`src/rtl/fpu_shared_unit_arbiter_if.sv`:
```
// Shared-arithmetic request bus between the FPU initiators (primary datapath P,
// polynomial evaluator S), the arbiter, and the shared add/sub and multiply units.
interface fpu_shared_unit_arbiter_if #(
  parameter int WIDTH = 80
);
  // initiator request side
  logic             p_req, s_req;
  logic             p_op, s_op;
  logic             p_sub, s_sub;
  logic [WIDTH-1:0] p_a, p_b, s_a, s_b;
  // initiator response side
  logic             p_ack, s_ack;
  logic             p_done, s_done;
  logic             p_err, s_err;
  logic [WIDTH-1:0] p_result, s_result;
  // shared unit side
  logic             add_start, mul_start;
  logic [WIDTH-1:0] u_a, u_b;
  logic             u_sub;
  logic             add_done, mul_done;
  logic [WIDTH-1:0] add_result, mul_result;

  // arbiter view
  modport slave (
    input  p_req, s_req, p_op, s_op, p_sub, s_sub, p_a, p_b, s_a, s_b,
    output p_ack, s_ack, p_done, s_done, p_err, s_err, p_result, s_result,
    output add_start, mul_start, u_a, u_b, u_sub,
    input  add_done, mul_done, add_result, mul_result
  );

  // environment view (initiators and units)
  modport master (
    output p_req, s_req, p_op, s_op, p_sub, s_sub, p_a, p_b, s_a, s_b,
    input  p_ack, s_ack, p_done, s_done, p_err, s_err, p_result, s_result,
    input  add_start, mul_start, u_a, u_b, u_sub,
    output add_done, mul_done, add_result, mul_result
  );
endinterface

```
`src/rtl/fpu_shared_unit_arbiter.sv`:
```
// Single-outstanding arbiter for the shared FPU add/sub unit and multiplier.
// P has priority; S is forced after MAX_STARVE consecutive P grants while S waits.
// A watchdog aborts a hung unit with the real-indefinite result and err.
module fpu_shared_unit_arbiter #(
  parameter int WIDTH          = 80,
  parameter int TIMEOUT_CYCLES = 64,
  parameter int MAX_STARVE     = 4
)(
  input logic                   clk,
  input logic                   reset,
  fpu_shared_unit_arbiter_if.slave bus
);
  localparam int TW = $clog2(TIMEOUT_CYCLES + 1);
  localparam int SW = $clog2(MAX_STARVE + 1);
  localparam logic [79:0]      INDEF80 = 80'hFFFF_C000_0000_0000_0000;
  localparam logic [WIDTH-1:0] INDEF   = WIDTH'(INDEF80);

  typedef enum logic [1:0] {IDLE, ISSUE, WAIT} state_t;

  state_t           state, state_nxt;
  logic             owner_s;   // 1: current operation belongs to S
  logic             u_op;      // 1: current operation uses the multiplier
  logic [TW-1:0]    tmo_cnt;
  logic [SW-1:0]    starve;
  logic             force_s, grant_p, grant_s, sel_done, fin_ok, fin_tmo, fin;
  logic [WIDTH-1:0] fin_res;

  // state register
  always_ff @(posedge clk or posedge reset) begin
    if (reset) state <= IDLE;
    else       state <= state_nxt;
  end

  // next-state logic
  always_comb begin
    state_nxt = state;
    case (state)
      IDLE:    if (grant_p || grant_s) state_nxt = ISSUE;
      ISSUE:   state_nxt = WAIT;
      WAIT:    if (fin) state_nxt = IDLE;
      default: state_nxt = IDLE;
    endcase
  end

  // grant / completion decode; only the selected unit's done is observed
  always_comb begin
    force_s  = bus.s_req && (starve == SW'(MAX_STARVE));
    grant_p  = (state == IDLE) && bus.p_req && !force_s;
    grant_s  = (state == IDLE) && bus.s_req && !grant_p;
    sel_done = u_op ? bus.mul_done : bus.add_done;
    fin_ok   = (state == WAIT) && sel_done;
    fin_tmo  = (state == WAIT) && !sel_done && (tmo_cnt == TW'(TIMEOUT_CYCLES - 1));
    fin      = fin_ok || fin_tmo;
    fin_res  = fin_ok ? (u_op ? bus.mul_result : bus.add_result) : INDEF;
  end

  // registered outputs, operand latch, starve and watchdog counters
  always_ff @(posedge clk or posedge reset) begin
    if (reset) begin
      bus.p_ack     <= 1'b0;
      bus.s_ack     <= 1'b0;
      bus.p_done    <= 1'b0;
      bus.s_done    <= 1'b0;
      bus.p_err     <= 1'b0;
      bus.s_err     <= 1'b0;
      bus.p_result  <= '0;
      bus.s_result  <= '0;
      bus.add_start <= 1'b0;
      bus.mul_start <= 1'b0;
      bus.u_a       <= '0;
      bus.u_b       <= '0;
      bus.u_sub     <= 1'b0;
      owner_s       <= 1'b0;
      u_op          <= 1'b0;
      tmo_cnt       <= '0;
      starve        <= '0;
    end else begin
      bus.p_ack     <= grant_p;
      bus.s_ack     <= grant_s;
      bus.add_start <= (state == ISSUE) && !u_op;
      bus.mul_start <= (state == ISSUE) && u_op;
      bus.p_done    <= fin && !owner_s;
      bus.s_done    <= fin && owner_s;
      bus.p_err     <= fin_tmo && !owner_s;
      bus.s_err     <= fin_tmo && owner_s;
      if (grant_p || grant_s) begin
        owner_s   <= grant_s;
        u_op      <= grant_s ? bus.s_op  : bus.p_op;
        bus.u_sub <= grant_s ? bus.s_sub : bus.p_sub;
        bus.u_a   <= grant_s ? bus.s_a   : bus.p_a;
        bus.u_b   <= grant_s ? bus.s_b   : bus.p_b;
      end
      if (grant_s)                  starve <= '0;
      else if (grant_p && bus.s_req) starve <= starve + SW'(1);
      if (state == ISSUE)     tmo_cnt <= '0;
      else if (state == WAIT) tmo_cnt <= tmo_cnt + TW'(1);
      if (fin && !owner_s) bus.p_result <= fin_res;
      if (fin && owner_s)  bus.s_result <= fin_res;
    end
  end
endmodule

```
`src/flat_wrapper.sv`:
```
// flat-port wrapper written by rule: the top's interface ports become plain ports
module fpu_shared_unit_arbiter_flat 
#(
  parameter int WIDTH          = 80,
  parameter int TIMEOUT_CYCLES = 64,
  parameter int MAX_STARVE     = 4
)
  (clk, reset, bus_p_req, bus_s_req, bus_p_op, bus_s_op, bus_p_sub, bus_s_sub, bus_p_a, bus_p_b, bus_s_a, bus_s_b, bus_p_ack, bus_s_ack, bus_p_done, bus_s_done, bus_p_err, bus_s_err, bus_p_result, bus_s_result, bus_add_start, bus_mul_start, bus_u_a, bus_u_b, bus_u_sub, bus_add_done, bus_mul_done, bus_add_result, bus_mul_result);
  fpu_shared_unit_arbiter_if #(.WIDTH(WIDTH)) bus_i ();
  input logic clk;
  input logic reset;
  input wire logic [$bits(bus_i.p_req)-1:0] bus_p_req;
  input wire logic [$bits(bus_i.s_req)-1:0] bus_s_req;
  input wire logic [$bits(bus_i.p_op)-1:0] bus_p_op;
  input wire logic [$bits(bus_i.s_op)-1:0] bus_s_op;
  input wire logic [$bits(bus_i.p_sub)-1:0] bus_p_sub;
  input wire logic [$bits(bus_i.s_sub)-1:0] bus_s_sub;
  input wire logic [$bits(bus_i.p_a)-1:0] bus_p_a;
  input wire logic [$bits(bus_i.p_b)-1:0] bus_p_b;
  input wire logic [$bits(bus_i.s_a)-1:0] bus_s_a;
  input wire logic [$bits(bus_i.s_b)-1:0] bus_s_b;
  output wire logic [$bits(bus_i.p_ack)-1:0] bus_p_ack;
  output wire logic [$bits(bus_i.s_ack)-1:0] bus_s_ack;
  output wire logic [$bits(bus_i.p_done)-1:0] bus_p_done;
  output wire logic [$bits(bus_i.s_done)-1:0] bus_s_done;
  output wire logic [$bits(bus_i.p_err)-1:0] bus_p_err;
  output wire logic [$bits(bus_i.s_err)-1:0] bus_s_err;
  output wire logic [$bits(bus_i.p_result)-1:0] bus_p_result;
  output wire logic [$bits(bus_i.s_result)-1:0] bus_s_result;
  output wire logic [$bits(bus_i.add_start)-1:0] bus_add_start;
  output wire logic [$bits(bus_i.mul_start)-1:0] bus_mul_start;
  output wire logic [$bits(bus_i.u_a)-1:0] bus_u_a;
  output wire logic [$bits(bus_i.u_b)-1:0] bus_u_b;
  output wire logic [$bits(bus_i.u_sub)-1:0] bus_u_sub;
  input wire logic [$bits(bus_i.add_done)-1:0] bus_add_done;
  input wire logic [$bits(bus_i.mul_done)-1:0] bus_mul_done;
  input wire logic [$bits(bus_i.add_result)-1:0] bus_add_result;
  input wire logic [$bits(bus_i.mul_result)-1:0] bus_mul_result;
  assign bus_i.p_req = bus_p_req;
  assign bus_i.s_req = bus_s_req;
  assign bus_i.p_op = bus_p_op;
  assign bus_i.s_op = bus_s_op;
  assign bus_i.p_sub = bus_p_sub;
  assign bus_i.s_sub = bus_s_sub;
  assign bus_i.p_a = bus_p_a;
  assign bus_i.p_b = bus_p_b;
  assign bus_i.s_a = bus_s_a;
  assign bus_i.s_b = bus_s_b;
  assign bus_p_ack = bus_i.p_ack;
  assign bus_s_ack = bus_i.s_ack;
  assign bus_p_done = bus_i.p_done;
  assign bus_s_done = bus_i.s_done;
  assign bus_p_err = bus_i.p_err;
  assign bus_s_err = bus_i.s_err;
  assign bus_p_result = bus_i.p_result;
  assign bus_s_result = bus_i.s_result;
  assign bus_add_start = bus_i.add_start;
  assign bus_mul_start = bus_i.mul_start;
  assign bus_u_a = bus_i.u_a;
  assign bus_u_b = bus_i.u_b;
  assign bus_u_sub = bus_i.u_sub;
  assign bus_i.add_done = bus_add_done;
  assign bus_i.mul_done = bus_mul_done;
  assign bus_i.add_result = bus_add_result;
  assign bus_i.mul_result = bus_mul_result;
  fpu_shared_unit_arbiter #(.WIDTH(WIDTH), .TIMEOUT_CYCLES(TIMEOUT_CYCLES), .MAX_STARVE(MAX_STARVE)) u_core (.clk(clk), .reset(reset), .bus(bus_i));
endmodule
```
`config.mk`:
```
export PLATFORM = sky130hd
export DESIGN_NAME = fpu_shared_unit_arbiter_flat
export DESIGN_NICKNAME = d
export VERILOG_FILES = /design/src/rtl/fpu_shared_unit_arbiter_if.sv /design/src/rtl/fpu_shared_unit_arbiter.sv /design/src/flat_wrapper.sv
export SDC_FILE = /design/constraint.sdc
export NUM_CORES = 1
export LEC_CHECK = 0
export ABC_AREA = 1
export ABC_CLOCK_PERIOD_IN_PS = 28600
export CAP_MARGIN = 5
export CELL_PAD_IN_SITES_DETAIL_PLACEMENT = 0
export CELL_PAD_IN_SITES_GLOBAL_PLACEMENT = 1
export CORE_AREA = 5 5 311 313
export CTS_BUF_LIST = sky130_fd_sc_hd__clkbuf_8 sky130_fd_sc_hd__clkbuf_16
export DETAILED_ROUTE_END_ITERATION = 8
export DIE_AREA = 0 0 316 318
export HOLD_SLACK_MARGIN = 0.1
export PLACE_DENSITY = 0.53
export REMOVE_ABC_BUFFERS = 1
export SYNTH_ARGS = -nofsm -noshare
export SYNTH_HDL_FRONTEND = slang
export SYNTH_SLANG_ARGS = --single-unit
export TNS_END_PERCENT = 5
```
`constraint.sdc`:
```
create_clock -name clk -period 28.6 [get_ports clk]
set_clock_uncertainty 0.05 [all_clocks]
set_input_delay 2.86 -clock clk [delete_from_list [all_inputs] [get_ports clk]]
set_output_delay 2.86 -clock clk [all_outputs]
set_load 0.005 [all_outputs]
```
==> impl_metrics.yaml <==
status:
  status: "completed"
setup_path:
  worst_ep_required_time_ps: 29040
  reg2reg_to: "u_core.bus.u_a[1]"
  start_kind: "primary input"
  path_class: "in2reg"
  r2r_slack_ps: 24510
  critical_path_peak_fanout: 88
  crit_path_start: "bus_s_req"
  cp_num_cells: 8
  crit_path_end_kind: "flop"
  cp_num_buf_inv: 3
  cp_top_family: "simple AND/OR/NAND/NOR gates"
  crit_path_max_incr_delay_ps: 850
  crit_end: "u_core.bus.u_a[1]"
  crit_chain: "clkdlybuf4s50_1 -> nand3_1 -> nand2_4 -> nand2_4 -> inv_2 -> buf_4 -> nand2_1 -> nand3_1"
  r2r_start: "u_core.state[0]"
  critPathArrivalTime_ps: 6440
  r2r_cells: 10
  critPathSlowestCell: "nand2_4"
clock_tree:
  cts_tree: "built"
  clkTransAtPathRegs_ps: 60
  post-cts-setup-buffers: 0
  post_cts_resized: 0
  cts_sinks: 343
  clock_latency_ps: 580
  cts_hold_buf: 0
  cts_max_path_buffers: 3
  htree_num_levels: 2
  numCtsBuffers: 45
  root_buffer: "clkbuf_16"
drt:
  viasPerCell: 3.96
  drtIter0Drc: 872
  drt_wl_total_um: 81800
  antenna_left: 0
  vias: 15544
  wl_per_cell_um: 20.9
  drc_errors: 0
  detailedRoute.firstPassIterationCount: 5
place:
  io_buffers: 818
  place_inst: 3825
  dp_hpwl_um: 61500
  gp_congestion: 0.881
  place_area_um2: 24300
timing:
  rsz0062_at_grt: "no"
  timing.fmax_ghz: 0.167
  final_max_slew_viol_count: 0
  finalCritPeriodShare_pct: 21.0
  relSlewSlack_pct: 23.8
  min_period_ps: 6000
  worst_slew_pin_slew_ps: 1140
  hold_viol: 0
  setup_viol: 0
  tns_ps: 0
grt:
  grt_pass1_vias: 16176
  track_usage_pct: 15.4
  antenna_found_initial: 18
  grt_max_degree: 104
  grt_first_pass_wirelength_um: 115000
  overflow: 0
finish:
  layout_common_cells: "nand2_1, clkdlybuf4s50_1, dfrtp_1, nor2_1, nand3_1"
  nFillCells: 10075
  num-nets-final: 3104
  layout.cells.non_filler: 3921
  final_common_cell: "nand2_1"
  fin_area_um2: 25900
  syn2layout_area_growth_pct: 73.3
  final_util_pct: 27.5
  drive_gt1_share_pct: 3.83
floorplanning:
  row_count: 113
  die_y_um: 318
  die_x_um: 316
  die_area_um2: 100000
  ios: 819
  start_util_pct: 15.9
  coreArea_um2: 94000
job:
  drv_cap: 0
power_and_ir_drop:
  ir_drop_mv: 0.0403
  power_density_nw_per_um2: 104
  cellLeakagePower_nw: 11.4
yosys:
  synth-seq-cells: 343
  netlist.area_leader.share_pct: 57.5
  synthCells: 1840
  netlist_area_um2: 14900
  ys_types: 25
  yosys_warnings: 0
  syn_area_per_cell_um2: 8.11
  ys_top_cells_by_area: "dfrtp_1, nand2_1, nor2_1, nand3_1, o22ai_1"
  synth_top_cell_by_area: "dfrtp_1"
  yosysSeqAreaShare_pct: 57.5
min_path:
  worstHoldStart: "u_core.bus.p_result[71]"
  hold_class: "reg2reg"
==> cell type report <==
| type | instances | area [um^2] | area share, % |
|---|---|---|---|
| repair buffers | 834 | 8310 | 32.1 |
| diodes | 17 | 42.5 | 0.164 |
| clock buffers | 55 | 1270 | 4.93 |
| flip-flops and latches | 343 | 8590 | 33.2 |
| clock inverters | 24 | 218 | 0.841 |
| well taps | 1265 | 1580 | 6.12 |
| inverters | 23 | 96.3 | 0.372 |
| multi-input cells | 1360 | 5760 | 22.3 |
==> worst min-delay path by stage <==
stage | end | slack (ps) | depth (start not counted)
global route | u_core.bus.s_result[2] | 430 | 2
floorplan | u_core.bus.p_result[0] | 420 | 2
detailed placement | u_core.bus.p_result[71] | 410 | 2
CTS | u_core.bus.p_result[71] | 420 | 2
finish | u_core.bus.p_result[71] | 420 | 2
global placement | u_core.bus.p_result[18] | 400 | 2
==> synthesized netlist by cell type <==
library cell	number
nand2_1	868
dfrtp_1	343
nor2_1	179
nand3_1	125
o22ai_1	83
a21oi_1	66
buf_2	54
clkbuf_1	35
a21boi_0	18
buf_1	16
inv_1	16
buf_4	9
ha_1	7
inv_2	6
o21ai_0	4
nor3b_1	2
clkinv_1	1
nand2_4	1
nand3_2	1
nor2_4	1
nor3_1	1
o211ai_1	1
o21bai_1	1
o31ai_1	1
xnor2_1	1
==> where the power goes <==
part	internal, mW	switching [mW]
logic	0.594	0.638
clock network	0.342	0.234
registers	0.718	0.159
==> tightest hold or removal path: stages, from the launching register on <==
cell	delay [ps]
dfrtp_1	330
nand2_1	50
nand2_1	50
==> through the flow <==
stage	setup WS (ps)	total power [mW]	hold slack, ps
2_1_floorplan	16180	1.29	415
3_3_place_gp	22090	2.13	403
3_5_place_dp	22030	2.14	407
4_1_cts	22640	2.74	421
5_1_grt	22350	2.88	433
6_report	22600	2.68	416
==> cell families (layout without fill, tap and decap cells) <==
logic type / after synthesis / after routing / synth area share, %
AND/OR/NAND/NOR: 1178 / 1178 / 30.9
buffers and inverters: 137 / 936 / 4.12
adder cells (fa/ha/maj): 7 / 7 / 0.587
AO/OA/AOI/OAI: 174 / 174 / 6.88
XOR/XNOR: 1 / 1 / 0.0587
other: 0 / 17 / 0
flip-flops: 343 / 343 / 57.5
==> registers in the layout (all words and copies together) (netlist names), 2 cells and up <==
register,flops
u_core.tmo_cnt,7
u_core.starve,3
u_core.bus.u_b,80
u_core.bus.u_a,80
u_core.bus.p_result,80
u_core.bus.s_result,80
u_core.state,2
==> routing by layer <==
metal  part of all wire, %  track usage (%)  vias to the layer above  routed length [um]
met3                    10             5.91                      117                8150
met5                     0                0                        -                   0
met4                   3.8             6.34                        0                3110
li1                      -                -                     7411                   -
met1                    38             17.6                     7422               31500
met2                    48             25.8                      594               39000
(Power assumes the default switching activity.)
